## src/rtl/seven_seg_reader_pkg.sv

```systemverilog
// Shared definitions for the seven-segment display reader: segment patterns
// for digits 0..9, the undecodable marker and the capture FSM states.
package seven_seg_reader_pkg;

    localparam int SEG_W = 7;
    localparam int BCD_W = 4;

    // Common-cathode patterns, bit6..bit0 = g..a, 1 = segment lit.
    localparam logic [SEG_W-1:0] SEG_0 = 7'h3F;
    localparam logic [SEG_W-1:0] SEG_1 = 7'h06;
    localparam logic [SEG_W-1:0] SEG_2 = 7'h5B;
    localparam logic [SEG_W-1:0] SEG_3 = 7'h4F;
    localparam logic [SEG_W-1:0] SEG_4 = 7'h66;
    localparam logic [SEG_W-1:0] SEG_5 = 7'h6D;
    localparam logic [SEG_W-1:0] SEG_6 = 7'h7D;
    localparam logic [SEG_W-1:0] SEG_7 = 7'h07;
    localparam logic [SEG_W-1:0] SEG_8 = 7'h7F;
    localparam logic [SEG_W-1:0] SEG_9 = 7'h6F;

    localparam logic [BCD_W-1:0] BCD_BAD = 4'hF;

    typedef enum logic [1:0] {
        IDLE   = 2'd0,
        SETTLE = 2'd1,
        HOLD   = 2'd2
    } state_t;

endpackage

```

## src/rtl/seg_to_bcd.sv

```systemverilog
// Combinational decoder from a seven-segment pattern to a BCD digit; any
// pattern outside the ten legal glyphs yields BCD_BAD with o_err set.
module seg_to_bcd
    import seven_seg_reader_pkg::*;
(
    input  logic [SEG_W-1:0] i_seg,
    output logic [BCD_W-1:0] o_bcd,
    output logic             o_err
);

    always_comb begin
        // NOTE: defaults first so every path assigns both outputs and no latch is inferred.
        o_bcd = BCD_BAD;
        o_err = 1'b1;
        case (i_seg)
            SEG_0: begin o_bcd = 4'd0; o_err = 1'b0; end
            SEG_1: begin o_bcd = 4'd1; o_err = 1'b0; end
            SEG_2: begin o_bcd = 4'd2; o_err = 1'b0; end
            SEG_3: begin o_bcd = 4'd3; o_err = 1'b0; end
            SEG_4: begin o_bcd = 4'd4; o_err = 1'b0; end
            SEG_5: begin o_bcd = 4'd5; o_err = 1'b0; end
            SEG_6: begin o_bcd = 4'd6; o_err = 1'b0; end
            SEG_7: begin o_bcd = 4'd7; o_err = 1'b0; end
            SEG_8: begin o_bcd = 4'd8; o_err = 1'b0; end
            SEG_9: begin o_bcd = 4'd9; o_err = 1'b0; end
            default: begin
                o_bcd = BCD_BAD;
                o_err = 1'b1;
            end
        endcase
    end

endmodule

```

## src/rtl/seven_seg_reader.sv

```systemverilog
// Samples a multiplexed seven-segment display bus and captures each digit
// slot once its select/pattern pair has been stable for STABLE_CYCLES cycles.
module seven_seg_reader
    import seven_seg_reader_pkg::*;
#(
    parameter int NUM_DIGITS    = 2,
    parameter int STABLE_CYCLES = 4
) (
    input  logic                    clk,
    input  logic                    rst,
    input  logic [SEG_W-1:0]        seg,
    input  logic [NUM_DIGITS-1:0]   dig_en,
    output logic [4*NUM_DIGITS-1:0] digits,
    output logic [NUM_DIGITS-1:0]   digit_err,
    output logic                    frame_valid,
    output logic                    sel_err
);

    localparam int               CNT_W    = $clog2(STABLE_CYCLES + 1);
    localparam logic [CNT_W-1:0] CNT_ONE  = CNT_W'(1);
    localparam logic [CNT_W-1:0] CNT_LAST = CNT_W'(STABLE_CYCLES - 1);

    state_t                  r_state;
    state_t                  w_state_nxt;
    logic [CNT_W-1:0]        r_cnt;
    logic [CNT_W-1:0]        w_cnt_nxt;
    logic [NUM_DIGITS-1:0]   r_en;
    logic [SEG_W-1:0]        r_seg;
    logic [NUM_DIGITS-1:0]   r_seen;
    logic [BCD_W-1:0]        r_digits [NUM_DIGITS];
    logic [NUM_DIGITS-1:0]   r_err;
    logic                    r_frame_valid;
    logic                    r_sel_err;

    logic                    w_same;
    logic                    w_onehot;
    logic                    w_multi;
    logic                    w_capture;
    logic [NUM_DIGITS-1:0]   w_seen_nxt;
    logic                    w_frame;
    logic [BCD_W-1:0]        w_bcd;
    logic                    w_bad;

    seg_to_bcd u_seg_to_bcd (
        .i_seg (r_seg),
        .o_bcd (w_bcd),
        .o_err (w_bad)
    );

    // A nonzero select with no second bit set is exactly one driven digit.
    assign w_onehot = (dig_en != '0) &&
                      ((dig_en & (dig_en - NUM_DIGITS'(1))) == '0);
    assign w_multi  = (dig_en != '0) && !w_onehot;
    assign w_same   = (dig_en == r_en) && (seg == r_seg);

    always_comb begin
        w_state_nxt = r_state;
        w_cnt_nxt   = r_cnt;
        w_capture   = 1'b0;
        case (r_state)
            IDLE: begin
                if (w_onehot) begin
                    w_state_nxt = SETTLE;
                    w_cnt_nxt   = CNT_ONE;
                end else begin
                    w_cnt_nxt   = '0;
                end
            end
            SETTLE, HOLD: begin
                if (!w_same) begin
                    if (w_onehot) begin
                        w_state_nxt = SETTLE;
                        w_cnt_nxt   = CNT_ONE;
                    end else begin
                        w_state_nxt = IDLE;
                        w_cnt_nxt   = '0;
                    end
                end else if (r_state == SETTLE) begin
                    if (r_cnt == CNT_LAST) begin
                        w_capture   = 1'b1;
                        w_state_nxt = HOLD;
                    end else begin
                        w_cnt_nxt   = r_cnt + CNT_ONE;
                    end
                end
            end
            default: begin
                w_state_nxt = IDLE;
                w_cnt_nxt   = '0;
            end
        endcase
    end

    // The registered pair equals the live pair on a capture edge, so r_en
    // names the slot and the decoder already sees the captured pattern.
    assign w_seen_nxt = r_seen | (w_capture ? r_en : '0);
    assign w_frame    = w_capture && (w_seen_nxt == '1);

    always_ff @(posedge clk) begin
        if (rst) begin
            r_state       <= IDLE;
            r_cnt         <= '0;
            r_en          <= '0;
            r_seg         <= '0;
            r_seen        <= '0;
            r_frame_valid <= 1'b0;
            r_sel_err     <= 1'b0;
            r_err         <= '1;
            // NOTE: the slot array is tiny and its reset value is observable, so it is reset like any other flop.
            for (int i = 0; i < NUM_DIGITS; i++) begin
                r_digits[i] <= BCD_BAD;
            end
        end else begin
            // NOTE: non-blocking assignments keep every flop sampling pre-edge values.
            r_state       <= w_state_nxt;
            r_cnt         <= w_cnt_nxt;
            r_en          <= dig_en;
            r_seg         <= seg;
            r_seen        <= w_frame ? '0 : w_seen_nxt;
            r_frame_valid <= w_frame;
            r_sel_err     <= w_multi;
            for (int i = 0; i < NUM_DIGITS; i++) begin
                if (w_capture && r_en[i]) begin
                    r_digits[i] <= w_bcd;
                    r_err[i]    <= w_bad;
                end
            end
        end
    end

    for (genvar g = 0; g < NUM_DIGITS; g++) begin : g_pack
        assign digits[4*g +: 4] = r_digits[g];
    end

    assign digit_err   = r_err;
    assign frame_valid = r_frame_valid;
    assign sel_err     = r_sel_err;

endmodule

```

## config.mk

```make
export PLATFORM = sky130hd
export DESIGN_NAME = seven_seg_reader
export DESIGN_NICKNAME = d
export VERILOG_FILES = /design/src/rtl/seven_seg_reader_pkg.sv /design/src/rtl/seg_to_bcd.sv /design/src/rtl/seven_seg_reader.sv
export SDC_FILE = /design/constraint.sdc
export NUM_CORES = 1
export LEC_CHECK = 0
export BUFFER_PORTS_ARGS = -buffer_cell sky130_fd_sc_hd__buf_2
export CAP_MARGIN = 20
export CELL_PAD_IN_SITES_DETAIL_PLACEMENT = 1
export CELL_PAD_IN_SITES_GLOBAL_PLACEMENT = 2
export CORE_ASPECT_RATIO = 1.1
export CORE_MARGIN = 1
export CORE_UTILIZATION = 25
export DETAILED_ROUTE_END_ITERATION = 6
export HOLD_SLACK_MARGIN = 0.02
export PLACE_DENSITY_LB_ADDON = 0.1
export SLEW_MARGIN = 20
export SYNTH_ARGS = -nofsm -noshare
export SYNTH_HDL_FRONTEND = slang
export SYNTH_SLANG_ARGS = --single-unit
```

## constraint.sdc

```tcl
create_clock -name clk -period 2.55 [get_ports clk]
set_clock_uncertainty 0.2 [all_clocks]
set_input_delay 0.3825 -clock clk [delete_from_list [all_inputs] [get_ports clk]]
set_output_delay 0.3825 -clock clk [all_outputs]
set_load 0.01 [all_outputs]
```

# Word level (Yosys, flattened, before mapping)
# Memories as Yosys holds them, arrays and structs flattened.
# Cells that the tools add are included.
# word_totals
regBits,20
latchBits,0
ram_bits,8
rom_bits,0
inputBits,11
output_inout_bits,12
mem_count,1
# memory_table
name,words,word_bits,read_ports,rd_ports_with_merged_regs,write_ports,line,text
r_digits,2,4,2,0,2,seven_seg_reader.sv:30,logic [BCD_W-1:0] r_digits [NUM_DIGITS];
# op_classes
n_addsub,2
mul,0
div_mod_pow,0
order_cmp,0
eq_ne,20
shift,0
n_mux,28
bitwise,4
n_reduce_logical,15
# ops
cell,count
$eq 7x7->1 const B,7
$pmux 4 s10,1
$mux 1,15
$eq 7x3->1 const B,2
$mux 2,5
$reduce_or 10->1,1
$mux 3,3
$ne 3x3->1 const B,3
$mux 4,2
$eq 7x6->1 const B,1
$eq 7x7->1,1
$logic_and 1x1->1,6
$pmux 3 s2,1
$eq 2x2->1 const B,2
$logic_not 2->1,2
$pmux 2 s2,1
$reduce_or 2->1,2
$add 3x1->3 const B,1
$eq 3x2->1 const B,1
$reduce_and 3->1,1
$and 2x2->2,1
$eq 2x1->1 const B,1
$eq 2x2->1,1
$ne 2x2->1 const B,1
other kinds (6),7

# Longest topological paths before layout
# depth
ltp_word,10
mapped_depth,7
ltp_nobuf,7

# Cells and area by module
# A second synthesis with hierarchy kept.
# hier_totals
hier_cells,156
hier_area_um2,1522.7
# by_module_without_submodules
mod,instances,cells_per_inst,area_each_um2,seq_area_each_um2
seven_seg_reader,1,125,1308.8,640.6
seg_to_bcd,1,31,214.0,0.0

# Worst setup path before layout
# No wires, ideal clock.
# synth_path
path_type,reg2reg
startpoint,register r_state[0]
endpoint,memory r_digits[0][0] (data pin)
t_arrival_ps,1760
required_time_ps,2061
setup_slack_ps,301
stages_incl_launch_ff,7
n_path_buf,0
path_cell_list,dfxtp_1 -> inv_1 -> ha_1 -> inv_1 -> or4_1 -> nor4_2 -> o2111ai_1
# synth_lines
element,line,text
"start, declared",seven_seg_reader.sv:23,state_t r_state;
"start signal, assigned",seven_seg_reader.sv:115,r_state <= w_state_nxt;
"end, declared",seven_seg_reader.sv:30,

==> results.json <==
{
  "slowest_delay_ns": 0.53,
  "dp_slack_ns": 0.1665,
  "post_route_cells_drive_above_1_share_pct": 25.15,
  "crit_fanout": 4,
  "dpl-instance-area_mm2": 0.001660,
  "syn_area_mm2": 0.001456,
  "ys_warn_count": 0,
  "postCtsHoldBufs": 0,
  "start_util_pct": 26.48,
  "syn2layout_area_growth_pct": 17.10,
  "grt_pass1_wl_mm": 5.975,
  "multiInputGateArea_um2": 763.2,
  "dr.pass1.iters": 5,
  "crit_chain": "inv_1, ha_1, inv_1, or4_1, nor4_2, o2111ai_1",
  "synthCells": 148,
  "worst_pin_slew_ns": 0.4584,
  "start_kind": "flop",
  "yosys.cell_types.count": 43,
  "period_share_pct": 94.02,
  "cts_buffer_depth": 2,
  "portBuffers": 22,
  "ant_nets": 0,
  "routabilityCongestion": 0.6838,
  "setup_violations": 0,
  "cts-root-buf": "clkbuf_8",
  "htree_levels": 1,
  "synth-seq-area-share_pct": 43.99,
  "viasPerCell": 4.752,
  "regArea_um2": 640.6,
  "dieHeight_um": 82.05,
  "max_freq_mhz": 417.1,
  "grt_setup_unrepaired": "false",
  "vias": 1169,
  "setup-tns-final_ns": 0,
  "nets": 189,
  "peakVddDrop_mv": 0.1887,
  "antenna_found_initial": 0,
  "nFillCells": 647,
  "drt_iter0_drc": 36,
  "crit_path_end_kind": "flop",
  "grt_pass1_vias": 1241,
  "clk_latency_ns": 0.28,
  "drv_cap": 0,
  "hold_viol_final": 0,
  "cts_tree": "built",
  "cts_resized": 0,
  "setup_slack_ns": 0.1526,
  "core_mm2": 0.005500,
  "die_x_um": 74.78,
  "slowest_stage": "or4_1",
  "drt-total-wl_mm": 3.537,
  "cp_data_required_time_ns": 2.34,
  "crit_family": "simple AND/OR/NAND/NOR gates",
  "antenna_cells": 0,
  "grt_max_degree": 24,
  "dp_hpwl_mm": 2.757,
  "boundaryPins": 23,
  "cts.clk_slew.worst_paths_ns": 0.10,
  "powerDensity_mw_per_mm2": 499.4,
  "grt_overflow": 0,
  "path_buf_inv": 2,
  "routedWlPerCell_um": 14.38,
  "dieArea_mm2": 0.006135,
  "path_class": "reg -> reg",
  "grt_use_total_pct": 12.95,
  "drcViolationCount": 0,
  "drv_slew": 0,
  "syn_nets": 165,
  "arrival_ns": 2.19,
  "cts_buffers": 3,
  "period_needed_ns": 2.397,
  "row_count": 28,
  "stdcell_area_mm2": 0.001705,
  "ys_seq_elements": 28,
  "status": "finished clean",
  "hp-class": "in -> reg",
  "synth_area_per_cell_um2": 9.841,
  "cts.sinks": 28,
  "cpMostUsedCell": "inv_1",
  "cts_setup_buffers": 0,
  "slew_headroom_pct": 69.02,
  "power_leakage_nw": 0.5799
}
-- metrics by stage --
stage	hold slack (ns)	std cells	util, %	power [W]
3_3_place_gp	0.2915	242	30.19	0.0006111
5_1_grt	0.1421	246	31.01	0.0008976
6_report	0.1407	246	31.01	0.0008516
4_1_cts	0.1339	246	31.01	0.0008732
3_5_place_dp	0.3135	242	30.19	0.0006128
2_1_floorplan	0.2541	148	-	0.0005745
-- report_power, final --
part	internal (W)	leakage (nW)	switching, W
registers	0.000468	0.219	0.0000194
clock network	0.000108	0.0231	0.000143
logic	0.0000513	0.338	0.0000614
-- sequential cells by signal, indices dropped and copies added (netlist names) --
| signal | count |
|---|---|
| r_digits | 8 |
| r_seg | 7 |
| r_cnt | 3 |
| digit_err | 2 |
| r_en | 2 |
| r_seen | 2 |
| r_state | 2 |
| frame_valid | 1 |
| sel_err | 1 |
-- layer usage --
layer  global-route usage (%)  share of wire, %  vias up
met4                    3.962              0.93        0
met2                    23.24                49       22
met3                    1.840               2.2        4
met1                    15.78                48      568
li1                         -                 -      575
met5                        0                 0        -
-- cell families after synthesis --
kind of cell               Yosys count  synth area share [%]
adders and majority gates            6                 5.155
AOI/OAI and AO/OA                   25                 12.11
and+or+nand+nor                     68                 28.18
xor gates and xnor gates             9                 6.959
DFF                                 28                 43.99
buffers and inverters               12                 3.608
-- path summary, 6_finish.rpt --
| check | from | endpoint | slack, ns | cells after the start |
|---|---|---|---|---|
| max | r_state[0] | r_digits[0][4] | 0.15 | 6 |
| min | seg[2] | r_seg[2] | 0.14 | 2 |
| max reg2reg | r_state[0] | r_digits[0][4] | 0.15 | 6 |
| min reg2reg | r_cnt[1] | r_cnt[1] | 0.33 | 2 |
-- cells in the final DEF, fill, tap and decap left out, types with 6 or more instances in the layout --
cell	count
buf_2	22
dfxtp_1	20
edfxtp_1	8
ha_1	6
nand2_1	6
nand3_1	8
nor2_1	10
nor2b_1	13
nor3_1	6
xnor2_1	6
-- final cells by class --
cell class,count,share of cell area (%)
clock buffer,3,2.421
clock inverter,1,0.2201
inverter,4,0.8804
multi-input combinational,108,44.75
sequential,28,37.56
tap,75,5.503
timing repair buffer,27,8.657
-- cell usage after synthesis (all sizes together) --
| master | instances | share of area (%) |
|---|---|---|
| a21boi | 2 | 1.0 |
| a21oi | 5 | 1.7 |
| a211oi | 3 | 1.5 |
| o2111ai | 1 | 0.60 |
| and4 | 1 | 0.60 |
| nor4 | 3 | 1.7 |
| nor4bb | 1 | 0.69 |
| nor3b | 1 | 0.52 |
| dfxtp | 20 | 27 |
| o211ai | 2 | 1.0 |
| or4 | 1 | 0.52 |
| and3b | 2 | 1.2 |
| a31oi | 1 | 0.43 |
| o31ai | 2 | 1.4 |
| o211a | 1 | 0.69 |
| clkbuf | 2 | 0.52 |
| nor2b | 13 | 5.6 |
| nand2b | 3 | 1.3 |
| o21ai | 5 | 1.7 |
| nor4b | 1 | 0.60 |
| nand3b | 1 | 0.52 |
| a311o | 2 | 1.4 |
| nor2 | 10 | 2.6 |
| xnor2 | 9 | 7.0 |
| edfxtp | 8 | 16 |
| buf | 6 | 2.1 |
| nand4 | 3 | 1.7 |
| ha | 6 | 5.2 |
| nand3 | 9 | 3.4 |
| or3 | 1 | 0.77 |
| nor3 | 7 | 2.7 |
| or2 | 4 | 1.7 |
| nand2 | 6 | 1.5 |
| inv | 4 | 1.0 |
| and2 | 1 | 0.43 |
| o31a | 1 | 0.60 |
No activity file was read; power rests on OpenSTA's default activity.
